**src/rtl/his_peak_reader.sv**
```systemverilog
// his_peak_reader: scans PIXELS histograms from RAM and reports the peak bin of each.
// Optional macro PEAK_CLEAR_EN clears every bin the cycle after it is read.
module his_peak_reader #(
   parameter int NB     = 10,
   parameter int CNT_W  = 8,
   parameter int ADDR_W = 14,
   parameter int PIXELS = 16,
   parameter int BINS   = 1024
) (
   input  logic              clk,
   input  logic              res,
   input  logic              start,
   output logic [ADDR_W-1:0] raddr,
   output logic              rEnable,
   input  logic [CNT_W-1:0]  counts,
   output logic [ADDR_W-1:0] waddr,
   output logic              wEnable,
   output logic [CNT_W-1:0]  wdata,
   output logic [7:0]        peak_pixel,
   output logic [NB-1:0]     peak_bin,
   output logic [CNT_W-1:0]  peak_cnt,
   output logic              peak_valid,
   input  logic              peak_ready,
   output logic              busy,
   output logic              done
);

   localparam int PW = (PIXELS > 1) ? $clog2(PIXELS) : 1;

   typedef enum logic [2:0] {IDLE, SCAN, FLUSH, OUT, DONE} state_t;

   state_t            state;
   state_t            state_nxt;
   logic [NB-1:0]     bin;
   logic [ADDR_W-1:0] addr;
   logic [PW-1:0]     pixel;
   logic              last_bin;
   logic              last_pix;
   logic              hs;
   logic              cmp_vld;
   logic              cmp_first;
   logic [NB-1:0]     cmp_bin;
   logic [NB-1:0]     max_bin;
   logic [CNT_W-1:0]  max_cnt;

   assign last_bin = (bin == NB'(BINS - 1));
   assign last_pix = (pixel == PW'(PIXELS - 1));
   assign hs       = (state == OUT) && peak_ready;

   assign peak_pixel = 8'(pixel);
   assign peak_bin   = max_bin;
   assign peak_cnt   = max_cnt;

   // state register
   always_ff @(posedge clk or negedge res) begin
      if (!res) state <= IDLE;
      else      state <= state_nxt;
   end

   // next state and state-decoded outputs
   always_comb begin
      state_nxt  = state;
      rEnable    = 1'b0;
      raddr      = '0;
      peak_valid = 1'b0;
      busy       = 1'b1;
      done       = 1'b0;
      unique case (state)
         IDLE: begin
            busy = 1'b0;
            if (start) state_nxt = SCAN;
         end
         SCAN: begin
            rEnable = 1'b1;
            raddr   = addr;
            if (last_bin) state_nxt = FLUSH;
         end
         FLUSH: state_nxt = OUT;
         OUT: begin
            peak_valid = 1'b1;
            if (peak_ready) state_nxt = last_pix ? DONE : SCAN;
         end
         DONE: begin
            done      = 1'b1;
            state_nxt = IDLE;
         end
         default: state_nxt = IDLE;
      endcase
   end

   // bin, address and pixel counters; all wrap to 0 when the scan completes
   always_ff @(posedge clk or negedge res) begin
      if (!res) begin
         bin   <= '0;
         addr  <= '0;
         pixel <= '0;
      end else begin
         if (state == SCAN) begin
            bin  <= last_bin ? '0 : bin + 1'b1;
            addr <= (last_bin && last_pix) ? '0 : addr + 1'b1;
         end
         if (hs) pixel <= last_pix ? '0 : pixel + 1'b1;
      end
   end

   // read-data alignment: tag each returning word with its bin
   always_ff @(posedge clk or negedge res) begin
      if (!res) begin
         cmp_vld   <= 1'b0;
         cmp_first <= 1'b0;
         cmp_bin   <= '0;
      end else begin
         cmp_vld   <= (state == SCAN);
         cmp_first <= (bin == '0);
         cmp_bin   <= bin;
      end
   end

   // running maximum; strict compare keeps the lowest bin on ties
   always_ff @(posedge clk or negedge res) begin
      if (!res) begin
         max_bin <= '0;
         max_cnt <= '0;
      end else if (cmp_vld && (cmp_first || counts > max_cnt)) begin
         max_bin <= cmp_bin;
         max_cnt <= counts;
      end
   end

`ifdef PEAK_CLEAR_EN
   logic [ADDR_W-1:0] clr_addr;

   // write zero to the word read in the previous cycle
   always_ff @(posedge clk or negedge res) begin
      if (!res) clr_addr <= '0;
      else      clr_addr <= rEnable ? raddr : '0;
   end

   assign waddr   = clr_addr;
   assign wEnable = cmp_vld;
   assign wdata   = '0;
`else
   assign waddr   = '0;
   assign wEnable = 1'b0;
   assign wdata   = '0;
`endif

endmodule

```
**config.mk**
```make
export PLATFORM = sky130hd
export DESIGN_NAME = his_peak_reader
export DESIGN_NICKNAME = d
export VERILOG_FILES = /design/src/rtl/his_peak_reader.sv
export SDC_FILE = /design/constraint.sdc
export NUM_CORES = 1
export LEC_CHECK = 0
export CAP_MARGIN = 20
export CELL_PAD_IN_SITES_DETAIL_PLACEMENT = 0
export CELL_PAD_IN_SITES_GLOBAL_PLACEMENT = 2
export CORE_ASPECT_RATIO = 1.75
export CORE_MARGIN = 5
export CORE_UTILIZATION = 30
export CTS_CLUSTER_SIZE = 10
export DETAILED_ROUTE_END_ITERATION = 6
export PLACE_DENSITY = 0.75
export SYNTH_ARGS = -nofsm -noshare
export SYNTH_HDL_FRONTEND = slang
export SYNTH_SLANG_ARGS = --single-unit
```
**constraint.sdc**
```tcl
create_clock -name clk -period 2.56 [get_ports clk]
set_input_delay 0.384 -clock clk [delete_from_list [all_inputs] [get_ports clk]]
set_output_delay 0.384 -clock clk [all_outputs]
set_load 0.1 [all_outputs]
```
==> Yosys cells after proc, flatten, opt, wreduce, memory -nomap -nowiden <==
Cells that the tools add are included.
{ "totals": {"regBits": 61, "output_inout_bits": 67, "word_cells": 42} }
{ "op_classes": {"addsub": 3, "magnitude_cmp": 1, "n_eq_ne": 9, "mux": 13, "n_reduce_logical": 7} }
{ "op_table": {"columns": ["cell", "count"], "rows": [
  ["14-bit two-way mux", 2],
  ["14-bit by 1-bit adder with 14-bit output, second input constant", 1],
  ["3-bit two-way mux", 4],
  ["3-bit one-hot mux with 4 select lines", 1],
  ["10-bit by 1-bit adder with 10-bit output, second input constant", 1],
  ["10-bit equality test, second input constant", 1],
  ["10-bit logical NOT", 1],
  ["10-bit two-way mux", 1],
  ["8-bit > comparator", 1],
  ["3-bit by 2-bit equality test with 1-bit output, second input constant", 2],
  ["2-bit != test, second input constant", 3],
  ["4-bit by 1-bit adder with 4-bit output, second input constant", 1],
  ["4-bit equality test, second input constant", 1],
  ["1-bit two-way mux", 4],
  ["4-bit two-way mux", 1],
  ["3-bit by 1-bit equality test with 1-bit output, second input constant", 1],
  ["3-bit equality test, second input constant", 1],
  ["1-bit logical AND", 3],
  ["3-bit logical NOT", 1],
  ["3-bit AND reduction", 1],
  ["1-bit logical OR", 1]
]} }

==> Depth between registers and ports, before layout <==
Gate-level depths: netlist of run 1.
{ "depth": {"word_depth": 4, "mapped_depth": 8, "mapped_depth_nobuf": 6} }

==> Worst setup path after synthesis of run 1 <==
Ideal clock, no wire load.
{ "synth_timing": {"kind": "register -> output", "from": "register state[1]", "to": "output raddr[10]", "arrival_ns": 2.876, "setup_slack_ns": -0.700, "stages_incl_launch_ff": 8, "path_cell_list": "dfrtp_1 -> buf_2 -> nor2_1 -> nand2_2 -> inv_1 -> buf_2 -> clkbuf_1 -> and2_1"} }
{ "synth_between": {"elab_chain_len": 2} }
{ "synth_rtl": {"columns": ["element", "line_no", "source"], "rows": [
  ["from (decl)", "32", "state_t state;"],
  ["from (signal assigned)", "57", "else state <= state_nxt;"],
  ["3-bit by 1-bit equality test with 1-bit output", "68", "unique case (state)"],
  ["14-bit two-way mux", "68", null],
  ["to (decl)", "13", "output logic [ADDR_W-1:0] raddr,"]
]} }
No other way between the ends.

==> Worst setup path after layout of run 1 <==
{ "layout_timing": {"from": "register state[2]", "to": "output raddr[1]"} }
The elaborated chain is that of the path after synthesis.

==> summary.txt, run 1 <==
status - finished clean
crit path buf inv count - 3
met1 WL - 2.411 mm
top cell family by delay on the critical path - buffers and inverters
Die X - 86.83 um
die area - 12540 um2
Max-cap violations - 0
largest family of logic cells by synthesized area - simple AND/OR/NAND/NOR gates
EDFF count, synth - 0
Setup CP Type - reg -> out
endpoints failing hold - 0
post-layout min period - 2.274 ns
Worst Path Arrival - 1.89 ns
cell taking the most area after synthesis - dfrtp_1
vias per cell - 4.463
initial cell density of the core - 30.45%
Crit path largest cell delay - 0.46 ns
synthesized area - 3099 um2
worst-margin pin slew - 0.6956 ns
setup violators final - 0
std cell rows - 49
Adder-Cell Fraction of Synth Area - 4.845%
fin nets - 372
CP max stage cell - dfrtp_1
Synth Area in Compound Gates - 5.531%
RD Place Congestion - 0.7306
Achievable Freq - 439.7 MHz
vias in the first global route - 2237
DRC errors left - 0
H-tree levels - 3
share of layout cells above drive strength 1 - 28.69%
Seq/Total Area, Yosys - 49.25%
DRT Pass-1 Iters - 4
FF+latch count, synth - 61
Port Buffers - 51
Rel. slew slack - 53.63%
unrepaired setup endpoints after global routing - false
DIE HEIGHT - 144.5 um
top_reg_cell synth - dfrtp_1
Clock Sinks - 61
n_diodes - 0
PnR worst setup slack - 0.2859 ns
DR vias - 2138
Reg clk slew, reported paths - 0.05 ns
post-synth top area share - 49.25%
Async SR Flop Fraction - 100.0%
PostCTS Resize Cnt - 0
Final Hold Slack - 0.09610 ns
# hold bufs at CTS - 0
Yosys warnings - 0
Synth area leaders - dfrtp_1, buf_4, ha_1
GRT Resource Usage Total - 11.07%
total wire length - 6.475 mm
uppermost layer routed - met4
DRT iter0 DRCs - 57
post-DR wirelength/cell - 13.52 um
simple-gate area share of the yosys netlist - 17.68%
required time worst endpoint - 2.18 ns
Core Area - 10180 um2
Synth Instances - 288
Ports - 79
met2 wire len - 3.559 mm
total gr overflow - 0
HP Class - in -> async
Yosys cell types - 38
CP max FO - 15
CP Capture Type - output pin
largest net degree at the start of global routing - 35
DP HPWL - 4.891 mm
met3 wire length - 354 um
CTS Buf Count - 9
first-pass GRT wire length - 10.71 mm
Placed Cells - 464
pre-CTS WS - -0.04822 ns
P&R area growth vs syn - 32.38%
Max clock buf depth - 2
CTS tree - yes
R2R setup slack - 0.41 ns
Clock Latency Late Sink - 0.33 ns
initial antenna violation count - 0
crit start category - flip-flop
Root Driver - clkbuf_16
Final ANT Viol Nets - 0
Post-Syn Area per Cell - 10.76 um2
Post-CTS Setup Bufs - 0
worst-path cell chain - nor2_1 -> nand2_2 -> inv_1 -> buf_4 -> and2_1 -> buf_12
Max Slew Vio Count - 0
Post-Layout Cell Count - 479
Tcrit/Tclk final - 88.83%
Worst Skew - 0.006372 ns
proportion of synthesized area in mux cells - 7.751%
share of the synthesized netlist area taken by xor and xnor gates - 4.804%
## flip-flops by register name (all words and copies together), names as in the netlist
signal	flops
bin	10
cmp_first	1
pixel	4
addr	14
state	3
peak_bin	10
cmp_bin	10
cmp_vld	1
peak_cnt	8
## final cells by class
| type | instances | area (um2) |
|---|---|---|
| clock inverter | 5 | 61.31 |
| multi-input combinational | 203 | 1378 |
| sequential | 61 | 1535 |
| inverter | 14 | 52.55 |
| tap | 127 | 158.9 |
| clock buffer | 10 | 239.0 |
| timing repair buffer | 59 | 678.2 |
| fill | 1034 | 6075 |
## final timing paths
check,start,to,cells after the start
max reg2reg,peak_cnt[5]$_DFFE_PN0P_,peak_bin[0]$_DFFE_PN0P_,7
min in group clk,bin[1]$_DFFE_PN0P_,cmp_bin[1]$_DFF_PN0_,0
max in group asynchronous,res,peak_cnt[3]$_DFFE_PN0P_,2
min,res,pixel[1]$_DFFE_PN0P_,1
min reg2reg,bin[1]$_DFFE_PN0P_,cmp_bin[1]$_DFF_PN0_,0
max,state[2]$_DFFE_PN0P_,raddr[1],6
## metrics by stage
step                      util, %  cell area (um2)  TNS (ns)
after floorplan                 -             3224   -0.1986
after global placement      37.36             3802   -0.2957
after detailed placement    37.36             3802   -0.3232
after CTS                   40.31             4103         0
after global routing        40.31             4103         0
final                       40.31             4103         0
## cell usage after synthesis (2+ instances only)
cell / count
mux2_2: 8
dfrtp_1: 61
and4_1: 3
buf_2: 4
nand2_1: 25
ha_1: 12
xnor2_1: 4
mux2_4: 10
o21ai_0: 14
buf_4: 27
or4_1: 2
nand4_1: 10
nor3b_1: 2
inv_1: 14
or3_1: 3
clkbuf_1: 4
and3_1: 4
o31ai_1: 2
xor2_1: 13
nor4_1: 2
and2_1: 14
a21oi_1: 9
nand3_1: 10
nor2_1: 17
## cell families (layout without fill, tap and decap cells)
| logic type | count (synthesis) | count (layout) |
|---|---|---|
| XOR/XNOR | 17 | 17 |
| flip-flops | 61 | 61 |
| multiplexers | 18 | 18 |
| adder cells (fa/ha/maj) | 12 | 12 |
| buffers and inverters | 50 | 88 |
| AO/OA/AOI/OAI | 28 | 28 |
| other | 1 | 27 |
| AND/OR/NAND/NOR | 101 | 101 |
## worst register-to-register path: stages (launching register included)
cell and delay (ns):
dfrtp_2 0.37, inv_1 0.05, ha_1 0.30, nand4_2 0.11, or4_4 0.53, o311ai_4 0.12, buf_12 0.20, mux2_2 0.35
## per-layer routing
layer,vias to the layer above,track usage (%)
li1,1054,-
met1,1019,11.88
met2,54,19.66
met3,11,2.851
met4,0,5.665
met5,-,0
## placed cells by master, fill, tap and decap left out, types with 10 or more instances in the layout
cell / n
clkdlybuf4s50_1: 10
xor2_1: 13
buf_12: 17
nor2_1: 17
nand3_1: 10
o21ai_0: 14
nand2_1: 25
mux2_4: 10
conb_1: 27
buf_4: 31
dfrtp_1: 54
nand4_1: 10
inv_1: 14
ha_1: 12
Power of run 1 is left out: the tool's default activity adds up to more than one toggle a clock period on the data nets, which glitch-free logic cannot reach.
==> run 2, diff against run 1 <==
Settings changed: CORE_UTILIZATION 30 to 28, PLACE_DENSITY 0.75 to 0.74.
Clock period 2.56 ns to 1.9 ns, I/O delays scaled along.
==> run 2 against run 1 <==
Effect of this change: the run now ends with setup timing left; sequential share of layout area decreased by 3.4 points; clock skew increased by 0.0017 ns; cell area increased by 12%; critical path type is now reg -> reg; non-clock buffer count increased by 23; die area increased by 6.5%; wire length increased by 8.0%; cell count increased by 6.1%; via count increased by 4.7%; worst hold slack improved by 0.17 ns; largest cell class unchanged; worst setup slack got worse by 0.46 ns.
==> summary.txt, run 2 (same netlist as run 1, synthesis figures left out) <==
Worst Path Arrival - 2.28 ns (+0.39 ns)
crit start category - flip-flop
GRT Resource Usage Total - 10.89% (-0.18 points)
area of the multi-input gates - 1560 um2 (+13%)
die area - 13360 um2 (+6.5%)
Clock Sinks - 61 (unchanged)
Worst Skew - 0.008077 ns (+0.001704 ns)
total gr overflow - 0 (unchanged)
Post-Layout Cell Count - 508 (+6.1%)
Tcrit/Tclk final - 108.9%
Placed Cells - 481 (+3.7%)
Worst VDD drop - 0.001371 V
largest net degree at the start of global routing - 36 (+2.9%)
PnR worst setup slack - -0.1695 ns (-0.4554 ns)
fin nets - 395 (+6.2%)
Worst Hold End - peak_cnt[0]$_DFFE_PN0P_
total wire length - 6.991 mm (+8.0%)
Max clock buf depth - 2 (unchanged)
CP Capture Type - flip-flop
most frequent cells in the layout - dfrtp_1, buf_4, conb_1
endpoints failing hold - 0 (unchanged)
reg2reg path depth - 6 (-1)
Rel. slew slack - 63.80% (+10 points)
n_diodes - 0 (unchanged)
Setup CP Type - reg -> reg
Hold Path Depth - 2
Final ANT Viol Nets - 0 (unchanged)
Hold Crit Start - counts[0]
required time worst endpoint - 2.11 ns (-0.07 ns)
initial cell density of the core - 28.24% (-2.2 points)
Port Buffers - 51 (unchanged)
HP Class - in -> reg
post-DR wirelength/cell - 13.76 um (+1.8%)
number of flip-flops in the largest register - 14 (unchanged)
Root Driver - clkbuf_16
R2R Path Start - peak_cnt[0]$_DFFE_PN0P_
Core Area - 10980 um2 (+7.8%)
Top reg by flops - addr
CTS tree - yes
Ports - 79 (unchanged)
status - complete, but fails checks
Reg clk slew, reported paths - 0.05 ns (about the same)
fill count - 1068 (+3.3%)
DP HPWL - 5.134 mm (+5.0%)
failing checks - setup timing
H-tree levels - 3 (unchanged)
DRT iter0 DRCs - 62 (+8.8%)
r2r endpoint - peak_bin[4]$_DFFE_PN0P_
final core utilization - 41.86% (+1.5 points)
CTS Buf Count - 9 (unchanged)
R2R setup slack - -0.17 ns (-0.58 ns)
P&R area growth vs syn - 48.24%
most common cell after layout, fill and taps aside - dfrtp_1
setup violators final - 18 (+18)
first-pass GRT wire length - 11.21 mm (+4.7%)
worst-margin pin slew - 0.5430 ns (-0.1526 ns)
Pwr per Cell Area - 1956 nW/um2
DIE HEIGHT - 149.2 um (+3.3%)
Max Slew Vio Count - 0 (unchanged)
DRT Pass-1 Iters - 4 (unchanged)
Die X - 89.53 um (+3.1%)
std cell rows - 51 (+4.1%)
Clock Latency Late Sink - 0.33 ns (about the same)
CP max FO - 14 (-1)
vias per cell - 4.406 (-1.3%)
vias in the first global route - 2317 (+3.6%)
DR vias - 2238 (+4.7%)
Pleak - 0.002144 uW
Achievable Freq - 483.2 MHz
initial antenna violation count - 0 (unchanged)
unrepaired setup endpoints after global routing - true
DRC errors left - 0 (unchanged)
share of layout cells above drive strength 1 - 41.22% (+13 points)
post-layout min period - 2.070 ns
FF+latch area - 1562 um2 (+1.7%)
Max-cap violations - 0 (unchanged)
RD Place Congestion - 0.7370 (+0.88%)
pre-CTS WS - -0.5537 ns (-0.5055 ns)
==> run 2: worst max-delay path by stage <==
stage / startpoint / end / slack, ns / cells past startpoint
3_3_place_gp: counts[5] / peak_bin[0]$_DFFE_PN0P_ / -0.53 / 7
2_1_floorplan: peak_cnt[1]$_DFFE_PN0P_ / peak_bin[1]$_DFFE_PN0P_ / -0.38 / 7
4_1_cts: peak_cnt[0]$_DFFE_PN0P_ / peak_bin[4]$_DFFE_PN0P_ / -0.18 / 6
3_5_place_dp: counts[5] / peak_cnt[6]$_DFFE_PN0P_ / -0.55 / 7
6_report: peak_cnt[0]$_DFFE_PN0P_ / peak_bin[4]$_DFFE_PN0P_ / -0.17 / 6
5_1_grt: peak_cnt[0]$_DFFE_PN0P_ / peak_bin[8]$_DFFE_PN0P_ / -0.21 / 6
==> run 2: critical path, stage by stage, from the launching register on <==
cell      delay [ns]
dfrtp_4         0.48
ha_4            0.27
nand2_2         0.04
or4_4           0.51
o311ai_4        0.12
buf_12          0.21
mux2_4          0.31
==> run 2: final cells by class <==
type                       instances  area share [%]
sequential                        61           33.99
multi-input combinational        203           33.96
timing repair buffer              82           20.13
clock buffer                      11           5.283
tap                              132           3.595
clock inverter                     5           1.852
inverter                          14           1.198
==> run 2: metal layers <==
metal / wire length, um / GRT usage (%)
met2: 3880 / 19.83
met3: 353 / 2.101
met5: 0 / 0
met4: 126 / 4.694
met1: 2631 / 11.82
==> run 2: power breakdown <==
part | switching [uW] | total [uW] | internal, uW
Clock | 589 | 1780 | 1190
Combinational | 3240 | 5070 | 1840
Sequential | 355 | 2130 | 1780
Total | 4180 | 8980 | 4800
==> run 2: stage by stage <==
stage / area, um2 / power, uW / hold slack, ns / setup TNS (ns)
6_report: 4594 / 8985 / 0.2671 / -2.737
5_1_grt: 4594 / 9418 / 0.2614 / -3.492
4_1_cts: 4429 / 8824 / 0.4268 / -2.876
3_5_place_dp: 4043 / 6895 / 0.3091 / -9.584
3_3_place_gp: 4043 / 6815 / 0.2962 / -9.307
2_1_floorplan: 3351 / 5659 / -0.01059 / -5.973
==> run 2: repair_timing <==
| action | 4_1_cts | 5_1_grt |
|---|---|---|
| resized for setup | 13 | 23 |
| pin swaps | 1 | 2 |
| buffers inserted | 1 | 9 |
| hold buffers | 1 | 0 |
| endpoints found under the setup margin | 32 | 32 |
| endpoints found under the hold margin | 19 | 0 |
Note: power is estimated with default switching activity, not from simulation.
==> run 3, diff against run 2 <==
Settings changed: CORE_MARGIN 5 to 3.
==> run 3 against run 2 <==
Effect of this change: non-clock buffer count is 1 higher; global-route usage is 0.83 points higher; clock power is 6% lower; first-iteration DRC count is 1.6% lower; via count is 1.6% higher; the flow still finishes with violations (setup timing); register-to-register slack worse by 0.03 ns; sequential cell count stayed put.
==> summary.txt, run 3 (same netlist as run 1, synthesis figures left out) <==
Comb power frac - 57.3% (+0.8 points)
total wire length - 6.821 mm (-2.4%)
Sequential Power Share - 23.9% (+0.2 points)
Max clock buf depth - 2 (unchanged)
die area - 12420 um2 (-7.0%)
most common cell after layout, fill and taps aside - dfrtp_1
power share of the clock group - 18.8% (-1.0 points)
largest net degree at the start of global routing - 62 (+72%)
Worst Skew - 0.004276 ns (-0.003801 ns)
fill count - 1046 (-2.1%)
number of flip-flops in the largest register - 14 (unchanged)
P&R area growth vs syn - 48.00%
sw frac - 47.27% (+0.75 points)
Internal Power - 4693 uW (-2.3%)
R2R Path Start - peak_cnt[7]$_DFFE_PN0P_
Tcrit/Tclk final - 111.1% (+2.2 points)
Max Slew Vio Count - 0 (unchanged)
Top reg by flops - addr
RD Place Congestion - 0.7434 (+0.87%)
post-DR wirelength/cell - 13.45 um (-2.2%)
Clock Latency Late Sink - 0.33 ns (about the same)
Hold Crit Start - counts[7]
initial cell density of the core - 28.80% (+0.56 points)
Pleak - 0.002127 uW (-0.82%)
reg2reg path depth - 7 (+1)
worst-path cell chain - clkdlybuf4s50_1 -> ha_4 -> nand4_4 -> or4_4 -> o311ai_4 -> buf_6 -> mux2_4
Die X - 85.53 um (-4.5%)
Final ANT Viol Nets - 0 (unchanged)
Reg clk slew, reported paths - 0.06 ns (about the same)
H-tree levels - 3 (unchanged)
n_diodes - 0 (unchanged)
Worst VDD drop - 0.001271 V (-7.2%)
r2r endpoint - peak_cnt[4]$_DFFE_PN0P_
DRT iter0 DRCs - 61 (-1.6%)
DIE HEIGHT - 145.2 um (-2.7%)
DRT Pass-1 Iters - 4 (unchanged)
setup violators final - 18 (unchanged)
CP max stage cell - or4_4
top cell family by delay on the critical path - buffers and inverters
Net Switching - 4207 uW (+0.64%)
DP HPWL - 4.667 mm (-9.1%)
crit start category - input port
Crit path largest cell delay - 0.50 ns (about the same)
most frequent cells in the layout - dfrtp_1, buf_4, conb_1
required time worst endpoint - 2.11 ns (about the same)
Critical Path Start - counts[4]
HP Class - in -> reg
Root Driver - clkbuf_16
status - complete, but fails checks
Hold Path Depth - 2 (unchanged)
Worst Path Arrival - 2.32 ns (+0.04 ns)
final core utilization - 42.63% (+0.77 points)
Clock Sinks - 61 (unchanged)
failing checks - setup timing
first-pass GRT wire length - 11.49 mm (+2.5%)
post-layout min period - 2.111 ns (+0.04134 ns)
PnR worst setup slack - -0.2108 ns (-0.04134 ns)
Pwr per Cell Area - 1940 nW/um2 (-0.79%)
CTS tree - yes
Ports - 79 (unchanged)
Setup CP Type - in -> reg
CP max FO - 7 (-7)
Final Hold Slack - 0.2912 ns (+0.02412 ns)
crit path buf inv count - 2 (+1)
DRC errors left - 0 (unchanged)
total gr overflow - 0 (unchanged)
unrepaired setup endpoints after global routing - true
Worst Hold End - peak_cnt[7]$_DFFE_PN0P_
fin nets - 396 (+0.25%)
Core Area - 10760 um2 (-2.0%)
endpoints failing hold - 0 (unchanged)
initial antenna violation count - 0 (unchanged)
vias in the first global route - 2302 (-0.65%)
share of layout cells above drive strength 1 - 41.91% (+0.69 points)
DR vias - 2273 (+1.6%)
Achievable Freq - 473.7 MHz (-2.0%)
FF+latch area - 1563 um2 (about the same)
std cell rows - 50 (-2.0%)
GRT Resource Usage Total - 11.72% (+0.83 points)
CP Capture Type - flip-flop
R2R setup slack - -0.20 ns (-0.03 ns)
area of the multi-input gates - 1567 um2 (+0.40%)
Max-cap violations - 0 (unchanged)
Port Buffers - 51 (unchanged)
vias per cell - 4.483 (+1.8%)
CTS Buf Count - 9 (unchanged)
## run 3: cell type report
type                    instances  area share, %
multi-input cells             203          34.15
clock buffers                  10          5.210
flip-flops and latches         61          34.07
repair buffers                 83          20.29
inverters                      14          1.200
clock inverters                 6          1.528
well taps                     130          3.546
## run 3: worst max-delay path by stage
stage	to	slack, ns	depth (start not counted)
after floorplan	peak_bin[1]$_DFFE_PN0P_	-0.38	7
after global placement	peak_bin[0]$_DFFE_PN0P_	-0.54	8
after detailed placement	peak_cnt[4]$_DFFE_PN0P_	-0.57	8
after CTS	peak_bin[5]$_DFFE_PN0P_	-0.21	8
after global routing	peak_bin[7]$_DFFE_PN0P_	-0.27	7
final	peak_cnt[4]$_DFFE_PN0P_	-0.21	7
## run 3: per-stage QoR
stage	total power, uW	cell area [um2]	worst slack, ns	instances	TNS [ns]
CTS	8989	4503	-0.2143	503	-3.616
global placement	6825	4033	-0.5389	478	-9.315
global route	9331	4587	-0.2670	507	-4.402
detailed placement	6873	4033	-0.5690	478	-9.823
finish	8900	4587	-0.2108	507	-3.438
floorplan	5659	3351	-0.3825	314	-5.973
## run 3: what timing repair did
item,4_1_cts,5_1_grt
buffers inserted,7,6
resized for setup,21,17
endpoints found under the hold margin,61,0
hold buffers,1,0
setup endpoints to repair,32,44
pin swaps,6,6
gates cloned,1,1
## run 3: worst reg2reg max path: stages (launching register included)
cell and delay (ns):
dfrtp_4 0.41, inv_2 0.04, ha_4 0.27, nand4_4 0.11, or4_4 0.50, o311ai_4 0.13, buf_6 0.21, mux2_4 0.31
## run 3: power groups by stage
stage | combinational, uW | sequential, uW | clock, uW
floorplan | 2320 | 3340 | 0
global placement | 4680 | 2140 | 0
detailed placement | 4720 | 2150 | 0
CTS | 5140 | 2140 | 1710
global route | 5360 | 2200 | 1770
finish | 5100 | 2130 | 1670
## run 3: routing by layer
metal | global-route usage, % | routed length, um | vias to the layer above
met4 | 5.071 | 145 | 0
met2 | 20.13 | 3669 | 51
met5 | 0 | 0 | -
met3 | 3.807 | 373 | 8
met1 | 12.95 | 2632 | 1111
li1 | - | - | 1103
